File: config.mk
export PLATFORM = sky130hd
export DESIGN_NAME = mem_lsu_flat
export DESIGN_NICKNAME = d
export VERILOG_FILES = /design/src/rtl/mem_lsu_if.sv /design/src/rtl/mem_lsu.sv /design/src/flat_wrapper.sv
export SDC_FILE = /design/constraint.sdc
export NUM_CORES = 1
export LEC_CHECK = 0
export ABC_AREA = 1
export CAP_MARGIN = 20
export CELL_PAD_IN_SITES_DETAIL_PLACEMENT = 1
export CELL_PAD_IN_SITES_GLOBAL_PLACEMENT = 2
export CORE_UTILIZATION = 21
export DETAILED_ROUTE_END_ITERATION = 8
export PLACE_DENSITY = 0.83
export SLEW_MARGIN = 20
export SYNTH_ARGS = -nofsm -noshare
export SYNTH_HDL_FRONTEND = slang
export SYNTH_SLANG_ARGS = --single-unit
File: constraint.sdc
create_clock -name clk -period 1.7 [get_ports clk]
set_input_delay 0.34 -clock clk [delete_from_list [all_inputs] [get_ports clk]]
set_output_delay 0.34 -clock clk [all_outputs]
set_load 0.01 [all_outputs]
File: src/rtl/mem_lsu_if.sv
// Data-bus bundle between the load/store unit (master) and memory (slave).
// Read data is valid in the cycle d_ack_i is high.
interface mem_lsu_if #(
    parameter int unsigned AW = 32
);
    logic          d_req_o;
    logic          d_we_o;
    logic [AW-1:0] d_addr_o;
    logic [3:0]    d_sel_o;
    logic [31:0]   d_wdata_o;
    logic          d_ack_i;
    logic [31:0]   d_rdata_i;

    modport master (
        output d_req_o, d_we_o, d_addr_o, d_sel_o, d_wdata_o,
        input  d_ack_i, d_rdata_i
    );

    modport slave (
        input  d_req_o, d_we_o, d_addr_o, d_sel_o, d_wdata_o,
        output d_ack_i, d_rdata_i
    );
endinterface

File: src/rtl/mem_lsu.sv
// Memory stage: passes ALU results through in one cycle, or runs one aligned
// byte/half/word bus access with a timeout and returns a registered writeback.
module mem_lsu #(
    parameter int unsigned RAW     = 5,
    parameter int unsigned AW      = 32,
    parameter int unsigned TIMEOUT = 16
) (
    input  logic           clk,
    input  logic           rst,
    input  logic [RAW-1:0] wd_i,
    input  logic           wreg_i,
    input  logic [31:0]    wdata_i,
    input  logic           valid_i,
    input  logic           flush_i,
    input  logic [3:0]     memop_i,
    input  logic [AW-1:0]  maddr_i,
    input  logic [31:0]    msdata_i,
    output logic           stall_o,
    mem_lsu_if.master      dbus,
    output logic           valid_o,
    output logic [RAW-1:0] wd_o,
    output logic           wreg_o,
    output logic [31:0]    wdata_o,
    output logic           misalign_o,
    output logic           bus_err_o
);
    localparam int unsigned CW = $clog2(TIMEOUT);
    localparam logic [3:0] OpLb = 4'd1, OpLbu = 4'd2, OpLh = 4'd3, OpLhu = 4'd4, OpLw = 4'd5;
    localparam logic [3:0] OpSb = 4'd6, OpSh = 4'd7, OpSw = 4'd8;

    typedef enum logic {StIdle, StBus} state_e;

    state_e          state_q;
    logic [CW-1:0]   cnt_q;
    logic [3:0]      op_q;
    logic [RAW-1:0]  wd_q;
    logic            wreg_q;
    logic            flushed_q;
    logic            we_q;
    logic [AW-1:0]   addr_q;
    logic [3:0]      sel_q;
    logic [31:0]     sdata_q;

    logic            is_mem, is_store, misaligned, accept, start_bus, timeout_hit, kill;
    logic [3:0]      sel_d;
    logic [31:0]     sdata_d, load_data;
    logic [7:0]      lane8;
    logic [15:0]     lane16;

    always_comb begin
        is_mem     = (memop_i >= OpLb) && (memop_i <= OpSw);
        is_store   = (memop_i >= OpSb) && (memop_i <= OpSw);
        misaligned = 1'b0;
        sel_d      = 4'b0000;
        sdata_d    = msdata_i;
        case (memop_i)
            OpLb, OpLbu, OpSb: sel_d = 4'b0001 << maddr_i[1:0];
            OpLh, OpLhu, OpSh: begin
                sel_d      = maddr_i[1] ? 4'b1100 : 4'b0011;
                misaligned = maddr_i[0];
            end
            OpLw, OpSw: begin
                sel_d      = 4'b1111;
                misaligned = |maddr_i[1:0];
            end
            default: ;
        endcase
        if (memop_i == OpSb) sdata_d = {4{msdata_i[7:0]}};
        if (memop_i == OpSh) sdata_d = {2{msdata_i[15:0]}};
        accept      = valid_i && !flush_i;
        start_bus   = (state_q == StIdle) && accept && is_mem && !misaligned;
        timeout_hit = (cnt_q == CW'(TIMEOUT - 1));
        kill        = flush_i || flushed_q;
        // Reset gating keeps stall low even while upstream holds a memory op.
        stall_o = rst && ((state_q == StIdle) ? start_bus : (!dbus.d_ack_i && !timeout_hit));
    end

    always_comb begin
        lane8  = 8'(dbus.d_rdata_i >> {addr_q[1:0], 3'b000});
        lane16 = addr_q[1] ? dbus.d_rdata_i[31:16] : dbus.d_rdata_i[15:0];
        case (op_q)
            OpLb:    load_data = {{24{lane8[7]}}, lane8};
            OpLbu:   load_data = {24'h0, lane8};
            OpLh:    load_data = {{16{lane16[15]}}, lane16};
            OpLhu:   load_data = {16'h0, lane16};
            OpLw:    load_data = dbus.d_rdata_i;
            default: load_data = 32'h0;
        endcase
    end

    assign dbus.d_req_o   = (state_q == StBus);
    assign dbus.d_we_o    = we_q;
    assign dbus.d_addr_o  = addr_q;
    assign dbus.d_sel_o   = sel_q;
    assign dbus.d_wdata_o = sdata_q;

    always_ff @(posedge clk or negedge rst) begin
        if (!rst) begin
            state_q    <= StIdle;
            cnt_q      <= '0;
            op_q       <= 4'h0;
            wd_q       <= '0;
            wreg_q     <= 1'b0;
            flushed_q  <= 1'b0;
            we_q       <= 1'b0;
            addr_q     <= '0;
            sel_q      <= 4'h0;
            sdata_q    <= 32'h0;
            valid_o    <= 1'b0;
            wd_o       <= '0;
            wreg_o     <= 1'b0;
            wdata_o    <= 32'h0;
            misalign_o <= 1'b0;
            bus_err_o  <= 1'b0;
        end else begin
            misalign_o <= 1'b0;
            bus_err_o  <= 1'b0;
            unique case (state_q)
                StIdle: begin
                    wd_o    <= wd_i;
                    wdata_o <= wdata_i;
                    if (!accept) begin
                        valid_o <= 1'b0;
                        wreg_o  <= 1'b0;
                    end else if (!is_mem) begin
                        valid_o <= 1'b1;
                        wreg_o  <= wreg_i;
                    end else if (misaligned) begin
                        valid_o    <= 1'b1;
                        wreg_o     <= 1'b0;
                        misalign_o <= 1'b1;
                    end else begin
                        valid_o   <= 1'b0;
                        wreg_o    <= 1'b0;
                        state_q   <= StBus;
                        cnt_q     <= '0;
                        op_q      <= memop_i;
                        wd_q      <= wd_i;
                        wreg_q    <= wreg_i && !is_store;
                        flushed_q <= 1'b0;
                        we_q      <= is_store;
                        addr_q    <= maddr_i;
                        sel_q     <= sel_d;
                        sdata_q   <= sdata_d;
                    end
                end
                StBus: begin
                    if (flush_i) flushed_q <= 1'b1;
                    // Ack takes priority over the timeout in the same cycle.
                    if (dbus.d_ack_i || timeout_hit) begin
                        state_q   <= StIdle;
                        valid_o   <= !kill;
                        wd_o      <= wd_q;
                        wreg_o    <= dbus.d_ack_i && wreg_q && !kill;
                        wdata_o   <= dbus.d_ack_i ? load_data : 32'h0;
                        bus_err_o <= !dbus.d_ack_i && !kill;
                    end else begin
                        cnt_q   <= cnt_q + 1'b1;
                        valid_o <= 1'b0;
                        wreg_o  <= 1'b0;
                    end
                end
                default: state_q <= StIdle;
            endcase
        end
    end
endmodule

File: src/flat_wrapper.sv
// flat-port wrapper written by rule: the top's interface ports become plain ports
module mem_lsu_flat 
#(
    parameter int unsigned RAW     = 5,
    parameter int unsigned AW      = 32,
    parameter int unsigned TIMEOUT = 16
)
  (clk, rst, wd_i, wreg_i, wdata_i, valid_i, flush_i, memop_i, maddr_i, msdata_i, stall_o, valid_o, wd_o, wreg_o, wdata_o, misalign_o, bus_err_o, dbus_d_req_o, dbus_d_we_o, dbus_d_addr_o, dbus_d_sel_o, dbus_d_wdata_o, dbus_d_ack_i, dbus_d_rdata_i);
  mem_lsu_if #(.AW(AW)) dbus_i ();
  input  logic clk;
  input  logic rst;
  input  logic [RAW-1:0] wd_i;
  input  logic wreg_i;
  input  logic [31:0] wdata_i;
  input  logic valid_i;
  input  logic flush_i;
  input  logic [3:0] memop_i;
  input  logic [AW-1:0] maddr_i;
  input  logic [31:0] msdata_i;
  output logic stall_o;
  output logic valid_o;
  output logic [RAW-1:0] wd_o;
  output logic wreg_o;
  output logic [31:0] wdata_o;
  output logic misalign_o;
  output logic bus_err_o;
  output wire logic [$bits(dbus_i.d_req_o)-1:0] dbus_d_req_o;
  output wire logic [$bits(dbus_i.d_we_o)-1:0] dbus_d_we_o;
  output wire logic [$bits(dbus_i.d_addr_o)-1:0] dbus_d_addr_o;
  output wire logic [$bits(dbus_i.d_sel_o)-1:0] dbus_d_sel_o;
  output wire logic [$bits(dbus_i.d_wdata_o)-1:0] dbus_d_wdata_o;
  input wire logic [$bits(dbus_i.d_ack_i)-1:0] dbus_d_ack_i;
  input wire logic [$bits(dbus_i.d_rdata_i)-1:0] dbus_d_rdata_i;
  assign dbus_d_req_o = dbus_i.d_req_o;
  assign dbus_d_we_o = dbus_i.d_we_o;
  assign dbus_d_addr_o = dbus_i.d_addr_o;
  assign dbus_d_sel_o = dbus_i.d_sel_o;
  assign dbus_d_wdata_o = dbus_i.d_wdata_o;
  assign dbus_i.d_ack_i = dbus_d_ack_i;
  assign dbus_i.d_rdata_i = dbus_d_rdata_i;
  mem_lsu #(.RAW(RAW), .AW(AW), .TIMEOUT(TIMEOUT)) u_core (.clk(clk), .rst(rst), .wd_i(wd_i), .wreg_i(wreg_i), .wdata_i(wdata_i), .valid_i(valid_i), .flush_i(flush_i), .memop_i(memop_i), .maddr_i(maddr_i), .msdata_i(msdata_i), .stall_o(stall_o), .dbus(dbus_i), .valid_o(valid_o), .wd_o(wd_o), .wreg_o(wreg_o), .wdata_o(wdata_o), .misalign_o(misalign_o), .bus_err_o(bus_err_o));
endmodule
* Yosys cells after proc, flatten, opt, wreduce, memory -nomap -nowiden
Cells that the tools add are included.
** Word-level totals
- Register bits :: 126
- Latch bits :: 0
- RAM bits :: 0
- Bits in read-only memories :: 0
- Memories kept :: 0
** Cells by class
- $add $sub $neg :: 1
- Multipliers :: 0
- Div/mod/pow operators :: 0
- Order comparisons :: 3
- Equality and inequality tests :: 20
- Shift operators :: 2
- Mux-type cells :: 42
- Bitwise logic cells :: 2
- Reductions and logical operators :: 27
** Operator list (number)
- one-hot mux 32 bit (5 select lines) :: 1
- two-way mux 32 bit :: 4
- one-hot mux 32 bit (2 select lines) :: 1
- right shift 32 x 5 -> 8 bit :: 1
- == test 4 x 3 -> 1 bit, second input constant :: 6
- two-way mux 1 bit :: 21
- two-way mux 4 bit :: 5
- == test 4 x 2 -> 1 bit, second input constant :: 4
- two-way mux 16 bit :: 1
- logical AND 1 bit :: 12
- one-hot mux 4 bit (3 select lines) :: 1
- AND reduction 4 bit :: 3
- one-hot mux 1 bit (2 select lines) :: 5
- one-hot mux 5 bit (2 select lines) :: 1
- == test 4 x 1 -> 1 bit, second input constant :: 2
- == test 4 bit, second input constant :: 2
- inequality test 2 bit, second input constant :: 4
- one-hot mux 4 bit (2 select lines) :: 1
- zero test 1 bit :: 6
- OR reduction 3 bit :: 2
- two-way mux 5 bit :: 1
- adder 4 x 1 -> 4 bit, second input constant :: 1
- greater-or-equal comparator 4 x 1 -> 1 bit, second input constant :: 1
- greater-or-equal comparator 4 x 3 -> 1 bit, second input constant :: 1
- 6 further kinds :: 10

* Logic depth before layout (Yosys ltp)
- Word-level depth :: 7
- Gate-level depth with buffers :: 11
- Mapped depth without buffers :: 9

* Worst setup path after synthesis
Ideal clock, no wire load.
- Path kind :: register to output
- From :: register u_core.cnt_q[0]
- To :: output stall_o
- Data arrival time :: 1.578 ns
- Slack :: -0.218 ns
- Cell stages (with the launch flop) :: 8
- Cell sequence :: dfrtp_1 -> ha_1 -> nand3_1 -> nand2_1 -> nor2_1 -> clkbuf_1 -> inv_1 -> a21boi_0
** Between the ends
- Longest elaborated chain between the ends :: 5
** RTL lines
- from (decl) :: line mem_lsu.sv:34 : logic [CW-1:0] cnt_q;
- from (signal assigned) :: line mem_lsu.sv:158 : cnt_q <= cnt_q + 1'b1;
- == test 4 bit :: line mem_lsu.sv:72 : timeout_hit = (cnt_q == CW'(TIMEOUT - 1));
- zero test 1 bit :: line mem_lsu.sv:75 : stall_o = rst && ((state_q == StIdle) ? start_bus : (!dbus.d_ack_i && !timeout_hit));
- logical AND 1 bit :: line mem_lsu.sv:75
- two-way mux 1 bit :: line mem_lsu.sv:75
- logical AND 1 bit :: line mem_lsu.sv:75
- to (decl) :: line flat_wrapper.sv:20 : output logic stall_o;
Every way passes these cells.

* Worst setup path after layout
- From :: register u_core.cnt_q[1]
- To :: output stall_o
Same word-level chain as after synthesis.

==> summary.md <==
| Metric | Value |
|---|---|
| Status | finished, violations left |
| Violations in the final reports | negative setup slack |
| Pre-CTS setup slack | -866.5 ps |
| Max incr delay on CP | 400 ps |
| Synth-to-layout area growth | 79.62% |
| Post-Syn Area | between 6000 and 7000 um2 |
| Final HPWL DP | 17.73 mm |
| Crit-path slowest cell | dfrtp_1 |
| DP Cell Count | approximately 1.5k |
| Worst endpoint required time | approximately 1400 ps |
| WL final | about 27 mm |
| Leakage | 6.333 nW |
| Number of hold violations in the final report | 0 |
| IO Port Bufs | 254 |
| Final Power | approximately 12 mW |
| Drt pass-1 iters | 5 |
| Die Height | 176.1 um |
| Setup Viol. Count Final | 47 |
| Min-Delay Path Class | input pin to asynchronous set/reset pin |
| Clock slew at reported path FFs | 60 ps |
| Distinct cells, synth | 29 |
| CTS tree | built |
| RSZ-0062 raised after global routing | yes |
| Post-synth top area cell | dfrtp_1 |
| Final Non-Filler Cells | 1604 |
| R2R Path Start | u_core.dbus.d_req_o |
| Maximum buffer depth of the clock tree | 2 |
| Critical Path Source | u_core.cnt_q[1] |
| Core area | roughly 30000 um2 |
| Least-Margin Pin Slew | around 750 ps |
| Share of post-route cells with drive strength above 1 | 21.09% |
| Top cell type's share of synthesized area | approximately half |
| CTS buffer count | 17 |
| Hold buffer count at CTS | 0 |
| Maximum clock frequency | 0.5093 GHz |
| Synth area leaders | dfrtp_1 50%, nand2_1 29%, nand3_1 6.7%, o21ai_0 2.4%, inv_1 2.4% |
| Max FO, Critical Path | 2 |
| Via count | 6949 |
| VDD IR max | 0.0005804 V |
| Crit path kind | flip-flop to output pin |
| Average vias per placed instance | 4.332 |
| Root buf cell | clkbuf_16 |
| Pwr Density | 1023 nW/um2 |
| Slew margin rel. | between 50 and 60% |
| Global Route Usage Sum | 16.68% |
| Synth Net Count | around 1k |
| Yosys warns | 0 |
| Cell Area, Placed | 9747 um2 |
| Diodes inserted | 0 |
| Max Cap Viol | 0 |
| Fin nets | 1345 |
| Initial antenna violation count | 1 |
| Clk_skew | about 14 ps |
| Residual DRC count | 0 |
| Width of the chip | 176.1 um |
| First-pass GRT wire length | 40.03 mm |
| Crit path cell chain | ha_2 > nand3_2 > nand2_2 > nor2_4 > inv_2 > a21boi_2 > buf_6 |
| Antenna violation net count after detailed routing | 0 |
| CP arrival | 1620 ps |
| Final worst slack | -263.5 ps |
| Final worst path period share | 115.5% |
| DR WL/cell | 16.68 um |
| #FFs+latches synth | 126 |
| Cell area after layout | 11430 um2 |
| Final GP Congestion | approximately 0.80 |
| Clk_lat worst skew | 430 ps |
| Syn avg cell area | 7.226 um2 |
| Pin count of the biggest net entering global routing | 127 |
| Pins over their slew limit | 0 |
| H-tree depth | 4 |
| Die area | slightly above 30000 um2 |
| CP endpoint kind | output pin |
| Setup crit start kind | flip-flop |
| Initial DRC count | approximately 290 |
| Starting Density | between 20% and 30% |
| Reg2reg path depth | 11 |
| Post-route core utilization | between 30% and 40% |
| CTS sink count | approximately 130 |
| Vias in the first global route | 7158 |
| Syn Inst Count | between 800 and 900 |
| Total congestion overflow | 0 |
| I/O pin count | 255 |
| Sequential-to-total area share from yosys stat | 49.53% |
| Cell Rows | 63 |
| Final Critical Period | ~2000 ps |
## critical path, delay by kind of cell (launching register included)
family | cells | cell delay (ps)
flip-flops | 1 | 400
AND/OR/NAND/NOR | 3 | 240
adder cells (fa/ha/maj) | 1 | 200
buffers and inverters | 2 | 190
AO/OA/AOI/OAI | 1 | 170
## layout make-up
class / instances / area [um2]
Clock inverter: 12 / 158.9
Tap cell: 390 / 488.0
Timing Repair Buffer: 340 / 3631
Inverter: 44 / 165.2
Sequential cell: 126 / 3156
Fill cell: 3542 / 18280
Clock buffer: 20 / 466.7
Multi-Input combinational cell: 672 / 3369
## path summary, 6_finish.rpt
kind / to / slack [ps]
worst max register to register: u_core.dbus.d_wdata_o[3] / -100
worst max-delay path: stall_o / -260
worst min register to register: u_core.dbus.d_addr_o[12] / 470
worst min-delay path: u_core.cnt_q[2] / 20
min in group clk: u_core.op_q[3] / 450
max in group asynchronous: u_core.wd_o[2] / 1110
## state kept, by name, summed over array words and instances (netlist names)
signal and count:
u_core.misalign_o 1, u_core.valid_o 1, u_core.dbus.d_we_o 1, u_core.dbus.d_wdata_o 32
u_core.op_q 4, u_core.bus_err_o 1, u_core.wreg_q 1, u_core.dbus.d_addr_o 32
u_core.cnt_q 4, u_core.dbus.d_sel_o 4, u_core.flushed_q 1, u_core.wd_q 5
u_core.wdata_o 32, u_core.wreg_o 1, u_core.wd_o 5, u_core.dbus.d_req_o 1
## routing by layer
layer | part of all wire [%] | GRT usage [%] | vias to the layer above
met5 | 0 | 0 | -
met4 | 0.71 | 3.877 | 0
met3 | 6.8 | 5.577 | 11
met2 | 46 | 26.82 | 170
met1 | 46 | 21.47 | 3370
li1 | - | - | 3398
## layout by cell type (no fill, tap or decap), types with 4 or more instances in the layout
cell type	n
a21o_1	7
a21oi_1	5
a22o_1	8
buf_12	12
buf_4	49
buf_6	14
buf_8	5
clkbuf_16	24
clkdlybuf4s50_1	160
dfrtp_1	124
dlygate4sd2_1	44
dlymetal6s2s_1	48
inv_1	39
inv_2	5
nand2_1	388
nand2_2	71
nand2_4	42
nand3_1	82
nand3_2	4
nor2_1	15
o21ai_0	22
o21ai_1	5
o21ai_2	4
## timing repair
action	4_1_cts	5_1_grt
buffers inserted	16	8
gates resized for setup	67	235
cloned	2	8
endpoints found under the setup margin	133	153
pin swaps	10	78
## through the flow
| stage | hold WS, ps | setup TNS (ps) |
|---|---|---|
| floorplan | 44.41 | 0 |
| global placement | 452.6 | -59840 |
| detailed placement | 459.2 | -68880 |
| CTS | 62.27 | -552.0 |
| global route | 72.90 | -9000 |
| finish | 17.70 | -1675 |
## cells by family after synthesis
family	synth area share, %
xor gates and xnor gates	0.2752
adders and majority gates	0.1965
DFF	49.53
and+or+nand+nor	38.44
AOI/OAI and AO/OA	5.660
buffers and inverters	5.896
## report_power, final
part	leakage [nW]	switching (mW)	internal, mW
Clock	0.303	1.57	2.44
Combinational	4.47	1.91	1.85
Sequential	1.56	0.347	3.60
Total	6.33	3.82	7.88
## synth_stat cells (all sizes together)
cell,instances
a22o,8
o22ai,1
ha,1
nand4,2
o211ai,2
a21oi,5
dfrtp,126
nand3,86
inv,44
o21bai,1
a21boi,1
and3,1
a31oi,1
o21ai,31
nand2,501
nor2,20
nor3,1
a21o,7
nand3b,1
xor2,2
buf,25
clkbuf,14
(Power assumes the default switching activity.)
